### config.mk
export PLATFORM = sky130hd
export DESIGN_NAME = seg_display_scheduler_flat
export DESIGN_NICKNAME = d
export VERILOG_FILES = /design/src/rtl/seg_display_scheduler_pkg.sv /design/src/rtl/seg_display_scheduler_if.sv /design/src/rtl/seg_display_scheduler_seg7_decode.sv /design/src/rtl/seg_display_scheduler.sv /design/src/flat_wrapper.sv
export SDC_FILE = /design/constraint.sdc
export NUM_CORES = 1
export LEC_CHECK = 0
export BUFFER_PORTS_ARGS = -buffer_cell sky130_fd_sc_hd__buf_2
export CORE_MARGIN = 5
export CORE_UTILIZATION = 50
export CTS_BUF_LIST = sky130_fd_sc_hd__clkbuf_16
export DETAILED_ROUTE_END_ITERATION = 8
export PLACE_DENSITY = 0.81
export SKIP_CTS_REPAIR_TIMING = 1
export SLEW_MARGIN = 0
export SYNTH_ARGS = -nofsm -noshare
export SYNTH_HDL_FRONTEND = slang
export SYNTH_SLANG_ARGS = --single-unit
### constraint.sdc
create_clock -name masterClk -period 4.01 [get_ports masterClk]
set_clock_uncertainty 0.2 [all_clocks]
set_input_delay 0 -clock masterClk [delete_from_list [all_inputs] [get_ports masterClk]]
set_output_delay 0 -clock masterClk [all_outputs]
set_load 0.02 [all_outputs]
### src/rtl/seg_display_scheduler_pkg.sv
// Shared display constants: digit count, blanking values and the active-low hex glyph table.
// Glyph bits are {g,f,e,d,c,b,a}; a 0 lights the segment.
package display_pkg;

  localparam int DIGITS = 4;
  localparam int IDX_W  = $clog2(DIGITS);

  localparam logic [6:0]        BLANK_SEG  = 7'h7F;
  localparam logic [DIGITS-1:0] ALL_OFF_AN = 4'hF;

  typedef enum logic {
    ST_IDLE,
    ST_SHOW
  } disp_state_e;

  // Entry 15 first, so GLYPH_TABLE[n] is the glyph for hex digit n.
  localparam logic [15:0][6:0] GLYPH_TABLE = {
    7'h0E, 7'h06, 7'h21, 7'h46, 7'h03, 7'h08, 7'h10, 7'h00,
    7'h78, 7'h02, 7'h12, 7'h19, 7'h30, 7'h24, 7'h79, 7'h40
  };

  function automatic logic [DIGITS-1:0] digit_enable(input logic [IDX_W-1:0] idx);
    return ~(DIGITS'(1) << idx);
  endfunction

endpackage

### src/rtl/seg_display_scheduler_if.sv
// Requester/display bundle between the vending FSM side (master) and the scheduler (slave).
interface seg_display_scheduler_if #(
  parameter int NUM_REQ = 3
);
  import display_pkg::*;

  logic                    scan_tick;
  logic [NUM_REQ-1:0]      req;
  logic [16*NUM_REQ-1:0]   req_data;
  logic [NUM_REQ-1:0]      grant;
  logic [DIGITS-1:0]       an;
  logic [6:0]              seg;

  modport master (
    output scan_tick, req, req_data,
    input  grant, an, seg
  );

  modport slave (
    input  scan_tick, req, req_data,
    output grant, an, seg
  );

endinterface

### src/rtl/seg_display_scheduler_seg7_decode.sv
// Combinational hex nibble to active-low seven-segment pattern.
module seg7_decode
  import display_pkg::*;
(
  input  logic [3:0] nibble,
  output logic [6:0] seg
);

  assign seg = GLYPH_TABLE[nibble];

endmodule

### src/rtl/seg_display_scheduler.sv
// Fixed-priority owner arbitration with a minimum hold in frames, plus the 4-digit scan.
// Decisions and data latching happen only on the scan tick that wraps the last digit.
module seg_display_scheduler
  import display_pkg::*;
#(
  parameter int NUM_REQ     = 3,
  parameter int HOLD_FRAMES = 2
) (
  input  logic                      masterClk,
  input  logic                      rst,
  seg_display_scheduler_if.slave    bus
);

  localparam int OWNER_W = (NUM_REQ > 1) ? $clog2(NUM_REQ) : 1;
  localparam int HOLD_W  = (HOLD_FRAMES > 1) ? $clog2(HOLD_FRAMES) : 1;
  localparam logic [HOLD_W-1:0] HOLD_LOAD = HOLD_W'(HOLD_FRAMES - 1);

  disp_state_e         state_q, state_d;
  logic [IDX_W-1:0]    idx_q, idx_d;
  logic [OWNER_W-1:0]  owner_q, owner_d;
  logic [HOLD_W-1:0]   hold_cnt_q, hold_cnt_d;
  logic [15:0]         data_q, data_d;
  logic [NUM_REQ-1:0]  grant_q, grant_d;
  logic [DIGITS-1:0]   an_q, an_d;
  logic [6:0]          seg_q, seg_d;

  logic                top_valid;
  logic [OWNER_W-1:0]  top_idx;
  logic                boundary;
  logic [3:0]          nibble;
  logic [6:0]          glyph;

  // Lowest index wins, so scan from the bottom of the priority order upward.
  always_comb begin
    top_valid = 1'b0;
    top_idx   = '0;
    for (int i = NUM_REQ - 1; i >= 0; i--) begin
      if (bus.req[i]) begin
        top_valid = 1'b1;
        top_idx   = OWNER_W'(i);
      end
    end
  end

  assign boundary = bus.scan_tick && (idx_q == IDX_W'(DIGITS - 1));

  always_comb begin
    state_d    = state_q;
    idx_d      = idx_q;
    owner_d    = owner_q;
    hold_cnt_d = hold_cnt_q;
    data_d     = data_q;

    if (bus.scan_tick) begin
      idx_d = idx_q + 1'b1;
    end

    if (boundary) begin
      case (state_q)
        ST_IDLE: begin
          if (top_valid) begin
            state_d    = ST_SHOW;
            owner_d    = top_idx;
            hold_cnt_d = HOLD_LOAD;
          end
        end
        ST_SHOW: begin
          // A departing owner releases immediately, hold time notwithstanding.
          if (!bus.req[owner_q]) begin
            if (top_valid) begin
              owner_d    = top_idx;
              hold_cnt_d = HOLD_LOAD;
            end else begin
              state_d = ST_IDLE;
            end
          end else if (hold_cnt_q != '0) begin
            hold_cnt_d = hold_cnt_q - 1'b1;
          end else if (top_idx < owner_q) begin
            owner_d    = top_idx;
            hold_cnt_d = HOLD_LOAD;
          end
        end
        default: state_d = ST_IDLE;
      endcase

      if (state_d == ST_SHOW) begin
        data_d = bus.req_data[16*owner_d +: 16];
      end
    end
  end

  assign nibble = data_d[4*idx_d +: 4];

  seg7_decode u_decode (
    .nibble (nibble),
    .seg    (glyph)
  );

  // Outputs are built from the next-state values so the new digit appears on the tick edge.
  always_comb begin
    grant_d = '0;
    an_d    = ALL_OFF_AN;
    seg_d   = BLANK_SEG;
    if (state_d == ST_SHOW) begin
      grant_d[owner_d] = 1'b1;
      an_d             = digit_enable(idx_d);
      seg_d            = glyph;
    end
  end

  always_ff @(posedge masterClk) begin
    if (rst) begin
      state_q    <= ST_IDLE;
      idx_q      <= '0;
      owner_q    <= '0;
      hold_cnt_q <= '0;
      data_q     <= '0;
      grant_q    <= '0;
      an_q       <= ALL_OFF_AN;
      seg_q      <= BLANK_SEG;
    end else begin
      state_q    <= state_d;
      idx_q      <= idx_d;
      owner_q    <= owner_d;
      hold_cnt_q <= hold_cnt_d;
      data_q     <= data_d;
      grant_q    <= grant_d;
      an_q       <= an_d;
      seg_q      <= seg_d;
    end
  end

  assign bus.grant = grant_q;
  assign bus.an    = an_q;
  assign bus.seg   = seg_q;

endmodule

### src/flat_wrapper.sv
// flat-port wrapper written by rule: the top's interface ports become plain ports
module seg_display_scheduler_flat import display_pkg::*;
#(
  parameter int NUM_REQ     = 3,
  parameter int HOLD_FRAMES = 2
)
  (masterClk, rst, bus_scan_tick, bus_req, bus_req_data, bus_grant, bus_an, bus_seg);
  seg_display_scheduler_if #(.NUM_REQ(NUM_REQ)) bus_i ();
  input  logic masterClk;
  input  logic rst;
  input wire logic [$bits(bus_i.scan_tick)-1:0] bus_scan_tick;
  input wire logic [$bits(bus_i.req)-1:0] bus_req;
  input wire logic [$bits(bus_i.req_data)-1:0] bus_req_data;
  output wire logic [$bits(bus_i.grant)-1:0] bus_grant;
  output wire logic [$bits(bus_i.an)-1:0] bus_an;
  output wire logic [$bits(bus_i.seg)-1:0] bus_seg;
  assign bus_i.scan_tick = bus_scan_tick;
  assign bus_i.req = bus_req;
  assign bus_i.req_data = bus_req_data;
  assign bus_grant = bus_i.grant;
  assign bus_an = bus_i.an;
  assign bus_seg = bus_i.seg;
  seg_display_scheduler #(.NUM_REQ(NUM_REQ), .HOLD_FRAMES(HOLD_FRAMES)) u_core (.masterClk(masterClk), .rst(rst), .bus(bus_i));
endmodule
==> results of run 1 <==
-- final timing paths --
kind / end / depth (start not counted)
setup reg to reg: u_core.data_q[7] / 11
setup / recovery: u_core.data_q[7] / 11
hold reg to reg: u_core.data_q[6] / 2
hold / removal: u_core.data_q[14] / 5
-- power by group --
part / total [mW] / internal (mW) / switching [mW]
Sequential: 0.368 / 0.364 / 0.00422
Combinational: 0.294 / 0.129 / 0.165
Clock: 0.387 / 0.229 / 0.158
Total: 1.05 / 0.722 / 0.327
-- final cells by class --
class	instances	area, um^2
Inverter	8	30.0
Multi-Input combinational cell	194	1530
Fill cell	338	1410
Timing Repair Buffer	108	728
Sequential cell	36	721
Tap cell	54	67.6
Clock buffer	5	125
Clock inverter	3	18.8
-- flip-flops by register name (all words and copies together) (netlist names) --
register	cells
u_core.hold_cnt_q	1
u_core.idx_q	2
u_core.bus.an	4
u_core.state_q	1
u_core.bus.seg	7
u_core.owner_q	2
u_core.bus.grant	3
u_core.data_q	16
-- metal layers --
layer	wire length, um	track usage [%]	part of all wire, %	vias up
li1	-	-	-	1137
met1	2890	24.9	42	1105
met2	3540	35.4	51	96
met3	412	4.82	5.9	17
met4	111	6.64	1.6	0
met5	0	0	0	-
-- critical path, cell delays in order (launching register included) --
cell           delay, ns
dfxtp_1             0.30
buf_4               0.16
ha_1                0.23
o21ai_0             0.15
nor2_1              0.07
a2111o_1            0.59
buf_4               0.29
mux2_4              0.31
a221oi_2            0.31
dlygate4sd3_1       0.60
nor2_1              0.04
dlygate4sd3_1       0.57
-- cells in the final DEF (no fill, tap or decap), drive strengths merged, types with 6 or more instances in the layout --
master,n
buf,74
dfxtp,36
dlygate4sd3,34
nor2,34
mux2,18
nand2,16
mux2i,16
a221oi,14
and3,13
ha,9
inv,8
nor3,8
o21ai,8
a21oi,7
o221ai,7
nand3,6
-- per-stage QoR --
step | area, um^2 | std cells
finish | 3220 | 408
global route | 3220 | 408
CTS | 2860 | 374
detailed placement | 2720 | 366
global placement | 2720 | 366
floorplan | 2350 | 253
-- cell families after synthesis --
logic type	share of synthesized area, %
compound gates	22.6
xor+xnor	0.745
fa+ha+maj	4.79
mux	16.4
buf+inv	5.06
simple gates	19.7
flops	30.7
==> results.toml, run 1 <==
[placed_design]
dp_hpwl_um = 4620
finalWeightedCongestion = 0.885
io_buffers = 67
dpl_worst_slack_ns = 0.196

[hold_path]
min-delay-start = "bus_req_data[14]"
hold_class = "in2reg"

[drt]
dr.pass1.iters = 5
num_vias = 2355
antenna_left = 0
totalWireLength_um = 6960
wire_per_inst_um = 17.0
route.detailed.drc = 0
drt_iter0_drc = 151
avgViaCountPerCell = 5.77

[floorplan]
die_w_um = 78.6
die_h_um = 78.6
coreArea_um2 = 4630
rows = 25
io_pins = 68
die-area_um2 = 6170
start_util_pct = 50.8

[clocking]
numCtsBuffers = 5
path_clk_slew_ns = 0.06
tritoncts = "yes"
insertion_delay_ns = 0.28
cts.htree.levels = 2
cts_sinks = 36
cts_root_buffer = "clkbuf_16"
clockBufferDepth = 2

[synthesis]
synth_seq_cells = 36
syn_area_per_cell_um2 = 9.29
yosysWarnings = 0
yosysSeqAreaShare_pct = 30.7
synth_area_um2 = 2350
synth_edf_count = 0
syn-num-nets = 316
ys_async_sr_fraction_pct = 0
synthTopCellsByArea = "dfxtp_1 31%, mux2i_1 6.0%, nor2_1 5.3%"
synth_top_area_share_pct = 30.7
yosys-top-cells-count = "36 x dfxtp_1, 33 x nor2_1, 14 x mux2i_1, 14 x nand2_1, 13 x and3_1"
ys_types = 55
syn_inst = 253
yosysMostFrequentCell = "dfxtp_1"
synth_top_area_cell = "dfxtp_1"
synth_ff_type = "dfxtp_1"

[setup_path]
crit_required_ns = 3.98
crit_fanout = 12
crit_arrival_ns = 3.90
cp-end-kind = "register"
startpoint = "u_core.owner_q[1]"
worstReg2RegStart = "u_core.owner_q[1]"
start_kind = "register"
path_class = "reg2reg"
r2r_setup_slack_ns = 0.08

[sta]
setup_tns_ns = 0
worst_pin_slew_ns = 1.10
fmaxAchievable_mhz = 255
finalSetupViolCount = 0
period_share_pct = 98.0
fin_hold_ws_ns = -0.0378
hold_viol = 3
final.setup.worst_slack_ns = 0.0819
drv_slew = 0
fin_crit_ns = 3.93
slew_headroom_pct = 26.8

[outcome]
violations = "hold timing"
status = "finished with violations"

[power_and_ir_drop]
power_density_nw_per_um2 = 326
power_mw = 1.05
irDropWorstVdd_mv = 0.202
power_leakage_nw = 1.42

[grt]
globalRouteTotalUtil_pct = 20.5
grt_pass1_vias = 2169
grt_max_degree = 23
antenna_found_initial = 0
grt_pass1_wl_um = 10100
grt.overflow.total = 0

[finish]
nets = 416
antennaDiodeCount = 0
drive_gt1_share_pct = 31.9
finish.utilization_pct = 69.5
area_growth_pct = 36.9

[flow_run]
maxCapViolations = 0
Note: power is estimated with default switching activity, not from simulation.
==> run 2: changes to the inputs <==
==> constraint.sdc (replaced) <==
create_clock -name masterClk -period 4.01 [get_ports masterClk]
set_clock_uncertainty 0.2 [all_clocks]
set_input_delay 0.2005 -clock masterClk [delete_from_list [all_inputs] [get_ports masterClk]]
set_output_delay 0.2005 -clock masterClk [all_outputs]
set_load 0.02 [all_outputs]
==> run 2 against run 1 <==
The flow now finishes without violations. Sequential power about the same. Wire length decreased by 14%. Sequential share of layout area increased by 2.4 points. First-iteration DRC count decreased by 19%. Final cell count decreased by 8.3%. Combinational power decreased by 9.2%. Core utilization decreased by 6.8 points.
==> results.toml, run 2 (same netlist as run 1, synthesis figures left out) <==
[outcome]
status = "finished clean"

[finish]
layout_common_cells = "67 x buf_2, 36 x dfxtp_1, 33 x nor2_1, 14 x nand2_1, 14 x mux2i_1"
fin_area_um2 = 2900
final_common_cell = "buf_2"
regArea_um2 = 721
instances_no_fill = 374
drive_gt1_share_pct = 35.6
finish.utilization_pct = 62.7
multiInputGateArea_um2 = 1530
antennaDiodeCount = 0
regMostFlops = "u_core.data_q"
nets = 382
fillCellCount = 423
largest_reg_flops = 16
area_growth_pct = 23.5

[floorplan]
io_pins = 68
rows = 25
die-area_um2 = 6170
die_w_um = 78.6
coreArea_um2 = 4630
start_util_pct = 50.8
die_h_um = 78.6

[power_and_ir_drop]
p_int_uw = 770
power_density_nw_per_um2 = 372
seqPwrFrac_pct = 34.2
clkPwrFrac_pct = 41.0
switching_share_pct = 28.6
pwr-share-comb_pct = 24.8
irDropWorstVdd_mv = 0.202
p_sw_uw = 309
power_mw = 1.08
power_leakage_nw = 1.30

[hold_path]
hold_class = "in2reg"
min_path_cells = 3

[drt]
drt_iter0_drc = 123
wire_per_inst_um = 15.9
num_vias = 2160
antenna_left = 0
dr.pass1.iters = 4
avgViaCountPerCell = 5.78
totalWireLength_um = 5960
route.detailed.drc = 0

[grt]
use_met3_pct = 5.39
grt_pass1_vias = 2177
grt_util_met2_pct = 35.5
busiest_layer = "met2"
antenna_found_initial = 0
use_met1_pct = 24.0
grt_pass1_wl_um = 10000
grt.overflow.total = 0
globalRouteTotalUtil_pct = 20.1
grt_max_degree = 23

[placed_design]
io_buffers = 67
dp_hpwl_um = 4550
post_dp_cell_area_um2 = 2720
placedCellCount = 366
finalWeightedCongestion = 0.892

[setup_path]
crit_arrival_ns = 3.74
startpoint = "u_core.owner_q[1]"
cp-end-kind = "register"
r2r_setup_slack_ns = 0.26
reg2reg_to = "u_core.bus.seg[4]"
start_kind = "register"
worstReg2RegStart = "u_core.owner_q[1]"
reg2reg_depth = 14
path_class = "reg2reg"
crit_required_ns = 4.00
crit_fanout = 10
endpoint = "u_core.bus.seg[4]"

[sta]
slew_headroom_pct = 22.7
fin_hold_ws_ns = 0.0248
rsz0062_at_grt = "no"
drv_slew = 0
period_share_pct = 93.6
finalSetupViolCount = 0
worst_pin_slew_ns = 1.16
fin_crit_ns = 3.75
fmaxAchievable_mhz = 266
hold_viol = 0

[clocking]
clockBufferDepth = 2
insertion_delay_ns = 0.28
numCtsBuffers = 5
cts.htree.levels = 2
path_clk_slew_ns = 0.06
tritoncts = "yes"
cts_sinks = 36
cts_root_buffer = "clkbuf_16"

[flow_run]
maxCapViolations = 0
[run 2: cell type report]
type	instances	area share [%]
multi-input combinational	194	52.7
inverter	8	1.03
tap	54	2.33
sequential	36	24.8
clock buffer	5	4.31
clock inverter	3	1.47
timing repair buffer	74	13.4
[run 2: worst max-delay path, stage by stage, from the launching register on]
cell	delay, ns
dfxtp_1	0.31
buf_4	0.16
ha_1	0.21
o21ai_0	0.16
nor2_1	0.07
a2111o_2	0.58
mux2_1	0.36
a221oi_1	0.35
a22o_1	0.25
a221oi_4	0.07
inv_1	0.15
ha_1	0.23
inv_1	0.07
mux2_1	0.29
o221ai_1	0.20
[run 2: how the worst min path moves through the flow]
| stage | from | end |
|---|---|---|
| 2_1_floorplan | rst | u_core.data_q[6] |
| 3_5_place_dp | u_core.data_q[8] | u_core.data_q[8] |
| 5_1_grt | bus_req_data[38] | u_core.data_q[6] |
| 6_report | bus_req_data[46] | u_core.data_q[14] |
| 4_1_cts | bus_req_data[46] | u_core.data_q[14] |
| 3_3_place_gp | u_core.data_q[12] | u_core.data_q[12] |
[run 2: power groups by stage]
stage | registers [mW] | logic [mW] | clock network (mW)
after floorplan | 0.377 | 0.188 | 0
after global placement | 0.376 | 0.253 | 0
after detailed placement | 0.376 | 0.260 | 0
after CTS | 0.368 | 0.262 | 0.451
after global routing | 0.369 | 0.295 | 0.463
final | 0.369 | 0.267 | 0.443
[run 2: layer usage]
layer | vias to the layer above | part of all wire (%) | routed length, um
met4 | 0 | 0.80 | 48
met3 | 5 | 5.9 | 353
met2 | 72 | 50 | 3010
li1 | 1072 | - | -
met5 | - | 0 | 0
met1 | 1011 | 43 | 2560
[run 2: through the flow]
stage | TNS (ns) | setup slack (ns)
3_3_place_gp | 0 | 0.189
3_5_place_dp | -0.0449 | -0.0449
4_1_cts | 0 | 0.129
2_1_floorplan | 0 | 0.356
6_report | 0 | 0.256
5_1_grt | 0 | 0.0161
==> run 3: changes to the inputs <==
--- a/config.mk
+++ b/config.mk
@@ -11,6 +11,7 @@
 export CTS_BUF_LIST = sky130_fd_sc_hd__clkbuf_16
 export DETAILED_ROUTE_END_ITERATION = 8
 export PLACE_DENSITY = 0.81
+export RECOVER_POWER = 100
 export SKIP_CTS_REPAIR_TIMING = 1
 export SLEW_MARGIN = 0
 export SYNTH_ARGS = -nofsm -noshare
==> run 3 against run 2 <==
Non-clock buffer count stayed put. Clock power about the same. Wire length increased by 0.34%. Core utilization down 1.2 points. Critical path type unchanged. Largest power group unchanged. Highest routed layer unchanged.
==> results.toml, run 3 (same netlist as run 1, synthesis figures left out) <==
[placed_design]
finalWeightedCongestion = 0.892
dp_hpwl_um = 4550
io_buffers = 67
post_dp_cell_area_um2 = 2720

[clocking]
numCtsBuffers = 5
clockBufferDepth = 2
insertion_delay_ns = 0.28
cts_sinks = 36
cts.htree.levels = 2
path_clk_slew_ns = 0.06
cts_root_buffer = "clkbuf_16"
tritoncts = "yes"

[setup_path]
crit_fanout = 10
worstReg2RegStart = "u_core.owner_q[1]"
path_class = "reg2reg"
crit_arrival_ns = 3.76
crit_required_ns = 4.00
cp-end-kind = "register"
startpoint = "u_core.owner_q[1]"
start_kind = "register"

[drt]
drt_iter0_drc = 146
antenna_left = 0
route.met3.wl_um = 378
highest_layer = "met4"
wl_met1_um = 2550
dr.pass1.iters = 4
avgViaCountPerCell = 5.82
route.detailed.drc = 0
totalWireLength_um = 5980
wire_per_inst_um = 16.0
num_vias = 2177
met2_length_um = 2970

[floorplan]
die_w_um = 78.6
rows = 25
coreArea_um2 = 4630
die-area_um2 = 6170
die_h_um = 78.6
io_pins = 68
start_util_pct = 50.8

[hold_path]
hold_class = "in2reg"
min-delay-start = "bus_req_data[46]"

[grt]
grt_pass1_wl_um = 10000
globalRouteTotalUtil_pct = 20.1
grt.overflow.total = 0
grt_max_degree = 23
antenna_found_initial = 0
grt_pass1_vias = 2177

[sta]
fmaxAchievable_mhz = 265
worst_pin_slew_ns = 1.16
period_share_pct = 94.1
hold_viol = 0
rsz0062_at_grt = "no"
finalSetupViolCount = 0
drv_slew = 0
slew_headroom_pct = 22.4
fin_crit_ns = 3.78

[power_and_ir_drop]
p_sw_uw = 309
seqPwrFrac_pct = 34.3
switching_share_pct = 28.7
p_int_uw = 767
power_mw = 1.08
clkPwrFrac_pct = 41.1
power_density_nw_per_um2 = 378
pwr-share-comb_pct = 24.6
irDropWorstVdd_mv = 0.201
power_leakage_nw = 1.26

[finish]
drive_gt1_share_pct = 28.7
antennaDiodeCount = 0
layout_common_cells = "53 x buf_2, 36 x dfxtp_1, 33 x nor2_1, 16 x clkbuf_1"
final_common_cell = "buf_2"
finish.utilization_pct = 61.5
fin_area_um2 = 2850
largest_reg_flops = 16
area_growth_pct = 21.1
regMostFlops = "u_core.data_q"
nets = 382

[outcome]
status = "finished clean"

[flow_run]
maxCapViolations = 0
[run 3: metal layers]
metal	track usage (%)	up-vias
met4	4.90	0
met2	35.5	80
li1	-	1071
met5	0	-
met3	5.39	10
met1	24.0	1016
[run 3: per-stage QoR]
step	hold slack, ns	TNS, ns	cells	worst slack [ns]
after detailed placement	0.278	-0.0449	366	-0.0449
after CTS	0.0285	0	374	0.129
after floorplan	0.0798	0	253	0.356
final	0.0255	0	374	0.235
after global placement	0.268	0	366	0.189
after global routing	0.0954	0	374	0.0155
[run 3: path summary, 6_finish.rpt]
check / end / slack, ns / depth (start not counted)
worst max-delay path: u_core.bus.seg[4] / 0.23 / 13
worst min-delay path: u_core.data_q[14] / 0.03 / 3
worst max register to register: u_core.bus.seg[4] / 0.23 / 13
worst min register to register: u_core.data_q[9] / 0.30 / 2
[run 3: final cells by class]
type	instances	area (um^2)
clock buffers	5	125
clock inverters	3	42.5
fillers	442	1780
inverters	8	30.0
multi-input cells	194	1500
flip-flops and latches	36	721
well taps	54	67.6
repair buffers	74	363
[run 3: critical path: stages (launching register included)]
cell and delay (ns):
dfxtp_1 0.31, buf_4 0.16, ha_1 0.21, o21ai_0 0.16, nor2_1 0.07, a2111o_2 0.58, mux2_1 0.38, a221oi_1 0.49
a221oi_4 0.19, inv_1 0.15, ha_1 0.23, inv_1 0.07, mux2_1 0.29, o221ai_1 0.19
[run 3: power by group through the flow]
stage	logic, mW	clock network (mW)	registers (mW)
final	0.265	0.442	0.368
after global routing	0.292	0.463	0.369
after CTS	0.262	0.451	0.368
after detailed placement	0.260	0	0.376
after global placement	0.253	0	0.376
after floorplan	0.188	0	0.377
